===== config.mk =====
export PLATFORM = sky130hd
export DESIGN_NAME = lisa_imem_loader
export DESIGN_NICKNAME = d
export VERILOG_FILES = /design/src/rtl/lisa_pkg.sv /design/src/rtl/lisa_imem_loader.sv
export SDC_FILE = /design/constraint.sdc
export NUM_CORES = 1
export LEC_CHECK = 0
export BUFFER_PORTS_ARGS = -buffer_cell sky130_fd_sc_hd__buf_2
export CORE_UTILIZATION = 55
export DETAILED_ROUTE_END_ITERATION = 8
export HOLD_SLACK_MARGIN = 0.05
export PLACE_DENSITY = 0.77
export SLEW_MARGIN = 20
export SYNTH_ARGS = -nofsm -noshare
export SYNTH_HDL_FRONTEND = slang
export SYNTH_SLANG_ARGS = --single-unit

===== constraint.sdc =====
create_clock -name clk -period 3.2 [get_ports clk]
set_clock_uncertainty 0.05 [all_clocks]
set_input_delay 0.16 -clock clk [delete_from_list [all_inputs] [get_ports clk]]
set_output_delay 0.16 -clock clk [all_outputs]
set_load 0.02 [all_outputs]

===== src/rtl/lisa_pkg.sv =====
// lisa_pkg: shared loader constants (sync marker, error codes, FSM states)
package lisa_pkg;
    localparam logic [7:0] LISA_LDR_SYNC_BYTE = 8'hA5;
    localparam logic [1:0] LISA_LDR_ERR_NONE   = 2'd0;
    localparam logic [1:0] LISA_LDR_ERR_BOUNDS = 2'd1;
    localparam logic [1:0] LISA_LDR_ERR_CSUM   = 2'd2;
    localparam logic [1:0] LISA_LDR_ERR_ABORT  = 2'd3;
    typedef enum logic [2:0] {
        LISA_LDR_ST_IDLE,
        LISA_LDR_ST_LEN_LO,
        LISA_LDR_ST_LEN_HI,
        LISA_LDR_ST_ADDR_LO,
        LISA_LDR_ST_ADDR_HI,
        LISA_LDR_ST_DATA,
        LISA_LDR_ST_CSUM
    } lisa_ldr_st_t;
endpackage


===== src/rtl/lisa_imem_loader.sv =====
// lisa_imem_loader: framed byte-stream loader driving the imem load port, holds the core until a good image lands
module lisa_imem_loader
    import lisa_pkg::*;
#(
    parameter int         MEM_BYTES = 512,
    parameter logic [7:0] SYNC_BYTE = LISA_LDR_SYNC_BYTE
) (
    input  logic        clk,
    input  logic        rst_n,
    input  logic        s_valid,
    input  logic [7:0]  s_data,
    output logic        s_ready,
    input  logic        abort,
    output logic        load_we,
    output logic [15:0] load_addr,
    output logic [7:0]  load_data,
    output logic        core_hold,
    output logic        busy,
    output logic        done,
    output logic [1:0]  err_code
);
    localparam logic [16:0] MEM_LIM = 17'(MEM_BYTES);

    lisa_ldr_st_t state, nxt;
    logic [15:0] len, len_n, base, base_n, idx, idx_n, addr_n;
    logic [7:0]  csum, csum_n, data_n;
    logic        we_n, done_n, hold_n;
    logic [1:0]  err_n;
    logic [16:0] frame_end;

    assign s_ready   = 1'b1;
    assign busy      = state != LISA_LDR_ST_IDLE;
    // 17-bit so a huge len cannot wrap past the bound
    assign frame_end = {1'b0, s_data, base[7:0]} + {1'b0, len};

    always_ff @(posedge clk or negedge rst_n) begin
        if (!rst_n) begin
            state     <= LISA_LDR_ST_IDLE;
            len       <= '0;
            base      <= '0;
            idx       <= '0;
            csum      <= '0;
            load_we   <= 1'b0;
            load_addr <= '0;
            load_data <= '0;
            done      <= 1'b0;
            err_code  <= LISA_LDR_ERR_NONE;
            core_hold <= 1'b1;
        end else begin
            state     <= nxt;
            len       <= len_n;
            base      <= base_n;
            idx       <= idx_n;
            csum      <= csum_n;
            load_we   <= we_n;
            load_addr <= addr_n;
            load_data <= data_n;
            done      <= done_n;
            err_code  <= err_n;
            core_hold <= hold_n;
        end
    end

    always_comb begin
        nxt    = state;
        len_n  = len;
        base_n = base;
        idx_n  = idx;
        csum_n = csum;
        we_n   = 1'b0;
        addr_n = load_addr;
        data_n = load_data;
        done_n = 1'b0;
        err_n  = err_code;
        hold_n = core_hold;
        if (abort && state != LISA_LDR_ST_IDLE) begin
            nxt    = LISA_LDR_ST_IDLE;
            err_n  = LISA_LDR_ERR_ABORT;
            hold_n = 1'b1;
        end else if (s_valid) begin
            case (state)
                LISA_LDR_ST_IDLE: begin
                    if (s_data == SYNC_BYTE) begin
                        nxt    = LISA_LDR_ST_LEN_LO;
                        csum_n = '0;
                        err_n  = LISA_LDR_ERR_NONE;
                        hold_n = 1'b1;
                    end
                end
                LISA_LDR_ST_LEN_LO: begin
                    len_n[7:0] = s_data;
                    csum_n     = csum ^ s_data;
                    nxt        = LISA_LDR_ST_LEN_HI;
                end
                LISA_LDR_ST_LEN_HI: begin
                    len_n[15:8] = s_data;
                    csum_n      = csum ^ s_data;
                    nxt         = LISA_LDR_ST_ADDR_LO;
                end
                LISA_LDR_ST_ADDR_LO: begin
                    base_n[7:0] = s_data;
                    csum_n      = csum ^ s_data;
                    nxt         = LISA_LDR_ST_ADDR_HI;
                end
                LISA_LDR_ST_ADDR_HI: begin
                    base_n[15:8] = s_data;
                    csum_n       = csum ^ s_data;
                    idx_n        = '0;
                    if (frame_end > MEM_LIM) begin
                        err_n = LISA_LDR_ERR_BOUNDS;
                        nxt   = LISA_LDR_ST_IDLE;
                    end else begin
                        nxt = (len == '0) ? LISA_LDR_ST_CSUM : LISA_LDR_ST_DATA;
                    end
                end
                LISA_LDR_ST_DATA: begin
                    we_n   = 1'b1;
                    addr_n = base + idx;
                    data_n = s_data;
                    csum_n = csum ^ s_data;
                    idx_n  = idx + 16'd1;
                    nxt    = (idx_n == len) ? LISA_LDR_ST_CSUM : LISA_LDR_ST_DATA;
                end
                LISA_LDR_ST_CSUM: begin
                    done_n = s_data == csum;
                    hold_n = s_data != csum;
                    err_n  = (s_data == csum) ? LISA_LDR_ERR_NONE : LISA_LDR_ERR_CSUM;
                    nxt    = LISA_LDR_ST_IDLE;
                end
                default: nxt = LISA_LDR_ST_IDLE;
            endcase
        end
    end
endmodule

==> impl_metrics.py, run 1 <==
metrics = {
    "clocking": {
        "insertion_delay_ps": 370,
        "clk_pin_slew_ps": 90,
        "h-tree-depth": 3,
        "tritoncts": "yes",
        "clk_path_buf_depth": 2,
        "clock_sinks": 88,
        "cts_inserted_buffers": 9,
        "cts-root-buf": "clkbuf_8",
    },
    "synth": {
        "syn_area_um2": 5860,
        "synth-warning-count": 0,
        "ys_ff_latch": 88,
        "seq_area_frac_synth": 0.376,
        "netlist_instances": 656,
        "syn_nets": 702,
        "synth-async-reset-ratio": 1.00,
        "avgSynthCellArea_um2": 8.94,
        "yosysUniqueCellTypes": 67,
        "synthFlopType": "dfrtp_1",
        "synth_edf_count": 0,
    },
    "critical_path": {
        "required_ps": 3430,
        "rr_startpoint": "len[0]",
        "crit_path_start_kind": "register",
        "rrSetupSlack_ps": 100,
        "path_class": "reg -> reg",
        "slowest_delay_ps": 440,
        "reg2regPathDepth": 11,
        "cp_slowest_cell": "or4b_1",
        "path_buf_inv": 1,
        "crit_chain": "ha_4 > fa_2 > a211oi_2 > buf_4 > o21ai_1 > a221o_1 > a21boi_2 > mux2_2 > nor2_1 > or4b_1 > o211ai_1",
        "reg2reg_to": "err_code[0]",
        "cp_max_fo": 3,
        "endpoint_kind": "register",
        "critical-path-top-delay-family": "compound AO/OA/AOI/OAI gates",
        "cp.arrival_ps": 3340,
    },
    "final_layout": {
        "diodes": 0,
        "final_area_um2": 6510,
        "final_cell_mix": "nand2_1, dfrtp_1, o21ai_0, buf_2, nor2_1",
        "fillers": 873,
        "fin_nets": 743,
        "syn2layout_area_growth_pct": 11.1,
        "layout_commonest_cell": "nand2_1",
        "utilization": 0.631,
        "layout-drive-gt1-share": 0.182,
    },
    "placement": {
        "place_hpwl_mm": 10.5,
        "globalplace.congestion": 0.901,
        "io_buffers": 41,
        "dpl-instance-area_um2": 6220,
    },
    "route": {
        "drc": 0,
        "wl_mm": 14.5,
        "avgViaCountPerCell": 6.08,
        "dr.pass1.iters": 5,
        "routed-via-count": 5091,
        "routedWlPerCell_um": 17.3,
        "drtIter0Drc": 284,
        "ant_nets": 0,
    },
    "power": {
        "peakVddDrop_mv": 0.422,
        "leakagePower_nw": 3.04,
        "power.density_nw_per_um2": 553,
    },
    "grt": {
        "use_met1": 0.357,
        "track_usage": 0.268,
        "grt-busiest-layer": "met2",
        "grt_pass1_wl_mm": 23.4,
        "grt_pass1_vias": 4743,
        "grt.met3_usage": 0.0482,
        "grt_max_degree": 89,
        "antenna_found_initial": 0,
        "use_met2": 0.438,
        "grt_overflow": 0,
    },
    "timing": {
        "worst_pin_slew_ps": 802,
        "setup_viol": 0,
        "hold_violations": 0,
        "finalCriticalPeriod_ps": 3100,
        "slew_headroom": 0.466,
        "slew_violations": 0,
        "setup_tns_ps": 0,
        "max_freq_mhz": 322,
        "finalCritPeriodShare": 0.970,
    },
    "min_path": {
        "hold_path_class": "in -> reg",
        "hold_end": "load_data[7]",
        "min-delay-start": "s_data[7]",
        "hold_depth": 3,
    },
    "die": {
        "die_w_um": 105,
        "rows": 37,
        "core_um2": 10300,
        "die_h_um": 105,
        "die-area_um2": 11100,
        "io_pins": 43,
        "start_util": 0.568,
    },
    "run_status": {
        "status": "complete, no violations",
    },
    "run": {
        "cap_violations": 0,
    },
}
where the power goes:
part / total [W] / switching [W] / internal, W
clock network: 0.000817 / 0.000443 / 0.000375
registers: 0.00146 / 0.000199 / 0.00126
logic: 0.00133 / 0.000723 / 0.000603
total: 0.00360 / 0.00136 / 0.00223
repair_timing:
action                                  in CTS  in global routing
cloned                                       0                  0
buffers inserted                             0                  4
hold buffers                                 1                  0
resized for setup                            1                  7
endpoints found under the setup margin       1                  5
hold endpoints to repair                    87                  0
pin swaps                                    0                  5
worst max-delay path by stage:
stage / startpoint / cells past startpoint / to
6_report: len[0] / 11 / err_code[0]
5_1_grt: len[0] / 11 / err_code[0]
4_1_cts: len[0] / 11 / err_code[0]
3_5_place_dp: len[0] / 11 / err_code[0]
3_3_place_gp: len[0] / 11 / err_code[0]
2_1_floorplan: len[0] / 10 / err_code[0]
worst min-delay path: stages:
cell and delay (ps):
buf_2 180, nand2_1 80, nand2_1 40
synth_stat cells (5+ instances only):
library cell / number / area, um^2
nand2_1: 105 / 394
dfrtp_1: 87 / 2180
o21ai_0: 64 / 320
nor2_1: 36 / 135
mux2_2: 33 / 372
xnor2_1: 33 / 289
ha_1: 32 / 400
a21oi_1: 28 / 140
clkbuf_1: 23 / 86.3
inv_1: 17 / 63.8
nor3_1: 16 / 80.1
xor2_1: 16 / 140
nand3_1: 15 / 75.1
a211oi_1: 9 / 67.6
nor4_1: 9 / 56.3
and3_1: 8 / 50.1
o31ai_1: 8 / 60.1
a21o_1: 7 / 52.6
a31oi_1: 7 / 43.8
nor2b_1: 7 / 43.8
nand4_1: 6 / 37.5
o21a_1: 5 / 37.5
registers in the layout, indices dropped and copies added, names as in the netlist, 2 cells and up:
| name | count |
|---|---|
| base | 16 |
| load_data | 8 |
| err_code | 2 |
| csum | 8 |
| state | 3 |
| idx | 16 |
| load_addr | 16 |
| len | 16 |
metrics by stage:
stage	instances	setup WS (ps)	power, W	hold WS [ps]
finish	838	97.2	0.00360	82.7
global route	838	-22.9	0.00381	89.4
CTS	834	8.97	0.00355	81.6
detailed placement	817	-6.34	0.00273	380
global placement	817	72.7	0.00268	373
floorplan	656	116	0.00238	-186
layout make-up:
class / instances / area, um^2 / share of cell area
Multi-Input combinational cell: 520 / 3510 / 0.538
Sequential cell: 88 / 2200 / 0.338
Timing Repair Buffer: 61 / 364 / 0.0559
Tap cell: 136 / 170 / 0.0261
Clock buffer: 9 / 124 / 0.0190
Clock inverter: 7 / 82.6 / 0.0127
Inverter: 17 / 63.8 / 0.00980
routing by layer:
metal / up-vias / wire length, um
met5: - / 0
met4: 0 / 406
met3: 34 / 878
met2: 184 / 6810
met1: 2443 / 6390
li1: 2430 / -
cells by family (layout without fill, tap and decap cells):
group,count (synthesis),in the layout,share of synthesized area
xor gates and xnor gates,49,49,0.0732
adders and majority gates,34,34,0.0751
and+or+nand+nor,237,237,0.200
DFF,88,88,0.376
muxes,37,37,0.0702
other,1,1,0.000640
buffers and inverters,48,94,0.0333
AOI/OAI and AO/OA,162,162,0.172
Power figures use the tool's default switching activity.
==> run 2, diff against run 1 <==
--- a/config.mk
+++ b/config.mk
@@ -5,11 +5,11 @@
 export SDC_FILE = /design/constraint.sdc
 export NUM_CORES = 1
 export LEC_CHECK = 0
-export BUFFER_PORTS_ARGS = -buffer_cell sky130_fd_sc_hd__buf_2
-export CORE_UTILIZATION = 55
+export CORE_UTILIZATION = 58
 export DETAILED_ROUTE_END_ITERATION = 8
+export DONT_BUFFER_PORTS = 1
 export HOLD_SLACK_MARGIN = 0.05
-export PLACE_DENSITY = 0.77
+export PLACE_DENSITY = 0.76
 export SLEW_MARGIN = 20
 export SYNTH_ARGS = -nofsm -noshare
 export SYNTH_HDL_FRONTEND = slang
==> impl_metrics.py, run 2 (same netlist as run 1, synthesis figures left out) <==
metrics = {
    "power": {
        "peakVddDrop_mv": 0.300,
        "internal_power_w": 0.00224,
        "switching_power_w": 0.00128,
        "power.share.clock": 0.227,
        "p_sw_frac": 0.365,
        "leakagePower_nw": 2.86,
        "power.density_nw_per_um2": 555,
        "power_w": 0.00352,
        "comb_power_share": 0.354,
        "seq_power_share": 0.419,
    },
    "timing": {
        "max_freq_mhz": 329,
        "worst_pin_slew_ps": 793,
        "finalCritPeriodShare": 0.949,
        "slew_violations": 0,
        "setup_tns_ps": 0,
        "setup_viol": 0,
        "final.setup.worst_slack_ps": 163,
        "finalCriticalPeriod_ps": 3040,
        "hold_violations": 0,
        "rsz0062_at_grt": "no",
        "slew_headroom": 0.470,
    },
    "final_layout": {
        "layout-drive-gt1-share": 0.116,
        "fin_nets": 707,
        "utilization": 0.649,
        "layout_commonest_cell": "nand2_1",
        "diodes": 0,
        "fillers": 817,
        "final_cell_mix": "nand2_1, dfrtp_1, o21ai_0, nor2_1",
        "fin_cells": 799,
        "syn2layout_area_growth_pct": 8.26,
    },
    "critical_path": {
        "cp_slowest_cell": "or4b_1",
        "endpoint_kind": "register",
        "slowest_delay_ps": 440,
        "path_class": "reg -> reg",
        "required_ps": 3430,
        "cp_max_fo": 3,
        "cp.arrival_ps": 3260,
        "reg2regPathDepth": 10,
        "crit_chain": "ha_1 > fa_2 > a211oi_2 > o21ai_1 > a221o_1 > a21boi_1 > mux2_2 > nor2_1 > or4b_1 > o211ai_1",
        "crit_path_start_kind": "register",
    },
    "min_path": {
        "hold_path_class": "in -> reg",
        "hold_depth": 4,
    },
    "grt": {
        "grt_pass1_vias": 4586,
        "track_usage": 0.285,
        "grt_max_degree": 89,
        "antenna_found_initial": 0,
        "grt-busiest-layer": "met2",
        "grt_overflow": 0,
        "use_met1": 0.369,
        "grt.met3_usage": 0.0556,
        "grt_pass1_wl_mm": 22.9,
        "use_met2": 0.476,
    },
    "route": {
        "routedWlPerCell_um": 18.0,
        "avgViaCountPerCell": 6.15,
        "drc": 0,
        "dr.pass1.iters": 5,
        "ant_nets": 0,
        "drtIter0Drc": 323,
        "wl_mm": 14.4,
        "routed-via-count": 4914,
    },
    "die": {
        "core_um2": 9770,
        "die-area_um2": 10500,
        "rows": 36,
        "die_w_um": 103,
        "io_pins": 43,
        "die_h_um": 103,
        "start_util": 0.600,
    },
    "clocking": {
        "insertion_delay_ps": 360,
        "cts_inserted_buffers": 9,
        "h-tree-depth": 3,
        "clk_path_buf_depth": 2,
        "clk_pin_slew_ps": 80,
        "tritoncts": "yes",
        "clock_sinks": 88,
        "cts-root-buf": "clkbuf_8",
        "cts_setup_buffers": 0,
    },
    "run_status": {
        "status": "complete, no violations",
    },
    "placement": {
        "place_hpwl_mm": 10.1,
        "place_ws_ps": 18.2,
        "io_buffers": 0,
        "dp_cells": 771,
        "globalplace.congestion": 0.882,
    },
    "run": {
        "cap_violations": 0,
    },
}
-- run 2: power groups by stage --
| stage | registers (W) | clock network, W | logic [W] |
|---|---|---|---|
| after global placement | 0.00148 | 0 | 0.00113 |
| after detailed placement | 0.00149 | 0 | 0.00116 |
| final | 0.00147 | 0.000799 | 0.00125 |
| after global routing | 0.00149 | 0.000843 | 0.00139 |
| after CTS | 0.00147 | 0.000802 | 0.00123 |
| after floorplan | 0.00143 | 0 | 0.000948 |
-- run 2: final timing paths --
path,from,slack (ps),endpoint
min reg2reg,csum[2],470,csum[2]
max reg2reg,len[0],160,err_code[0]
min,abort,70,core_hold
min in group asynchronous,rst_n,320,load_addr[15]
max in group asynchronous,rst_n,2380,core_hold
max,len[0],160,err_code[0]
-- run 2: critical path, delay by kind of cell, from the launching register on --
kind,cells,cell delay [ps]
multiplexers,1,370
flip-flops,1,390
AND/OR/NAND/NOR,2,530
adder cells (fa/ha/maj),2,630
AO/OA/AOI/OAI,5,1000
-- run 2: stage by stage --
step | instance area [um^2] | hold WS, ps
finish | 6350 | 67.9
global route | 6350 | 123
CTS | 6340 | 54.6
detailed placement | 5990 | -184
global placement | 5990 | -183
floorplan | 5860 | -186
-- run 2: final cells by class --
type	count	area, um^2	share of cell area
tap	133	166	0.0262
clock buffer	13	159	0.0250
clock inverter	3	42.5	0.00670
multi-input combinational	520	3480	0.548
sequential	88	2200	0.347
timing repair buffer	25	235	0.0371
inverter	17	63.8	0.0101
-- run 2: timing repair --
item / 4_1_cts / 5_1_grt
setup endpoints to repair: 2 / 1
gates resized for setup: 2 / 1
pin swaps: 0 / 1
hold buffers: 12 / 0
endpoints found under the hold margin: 139 / 0
-- run 2: layer usage --
metal,vias up,part of all wire
li1,2364,-
met1,2341,0.44
met2,172,0.48
met3,37,0.057
met4,0,0.026
met5,-,0
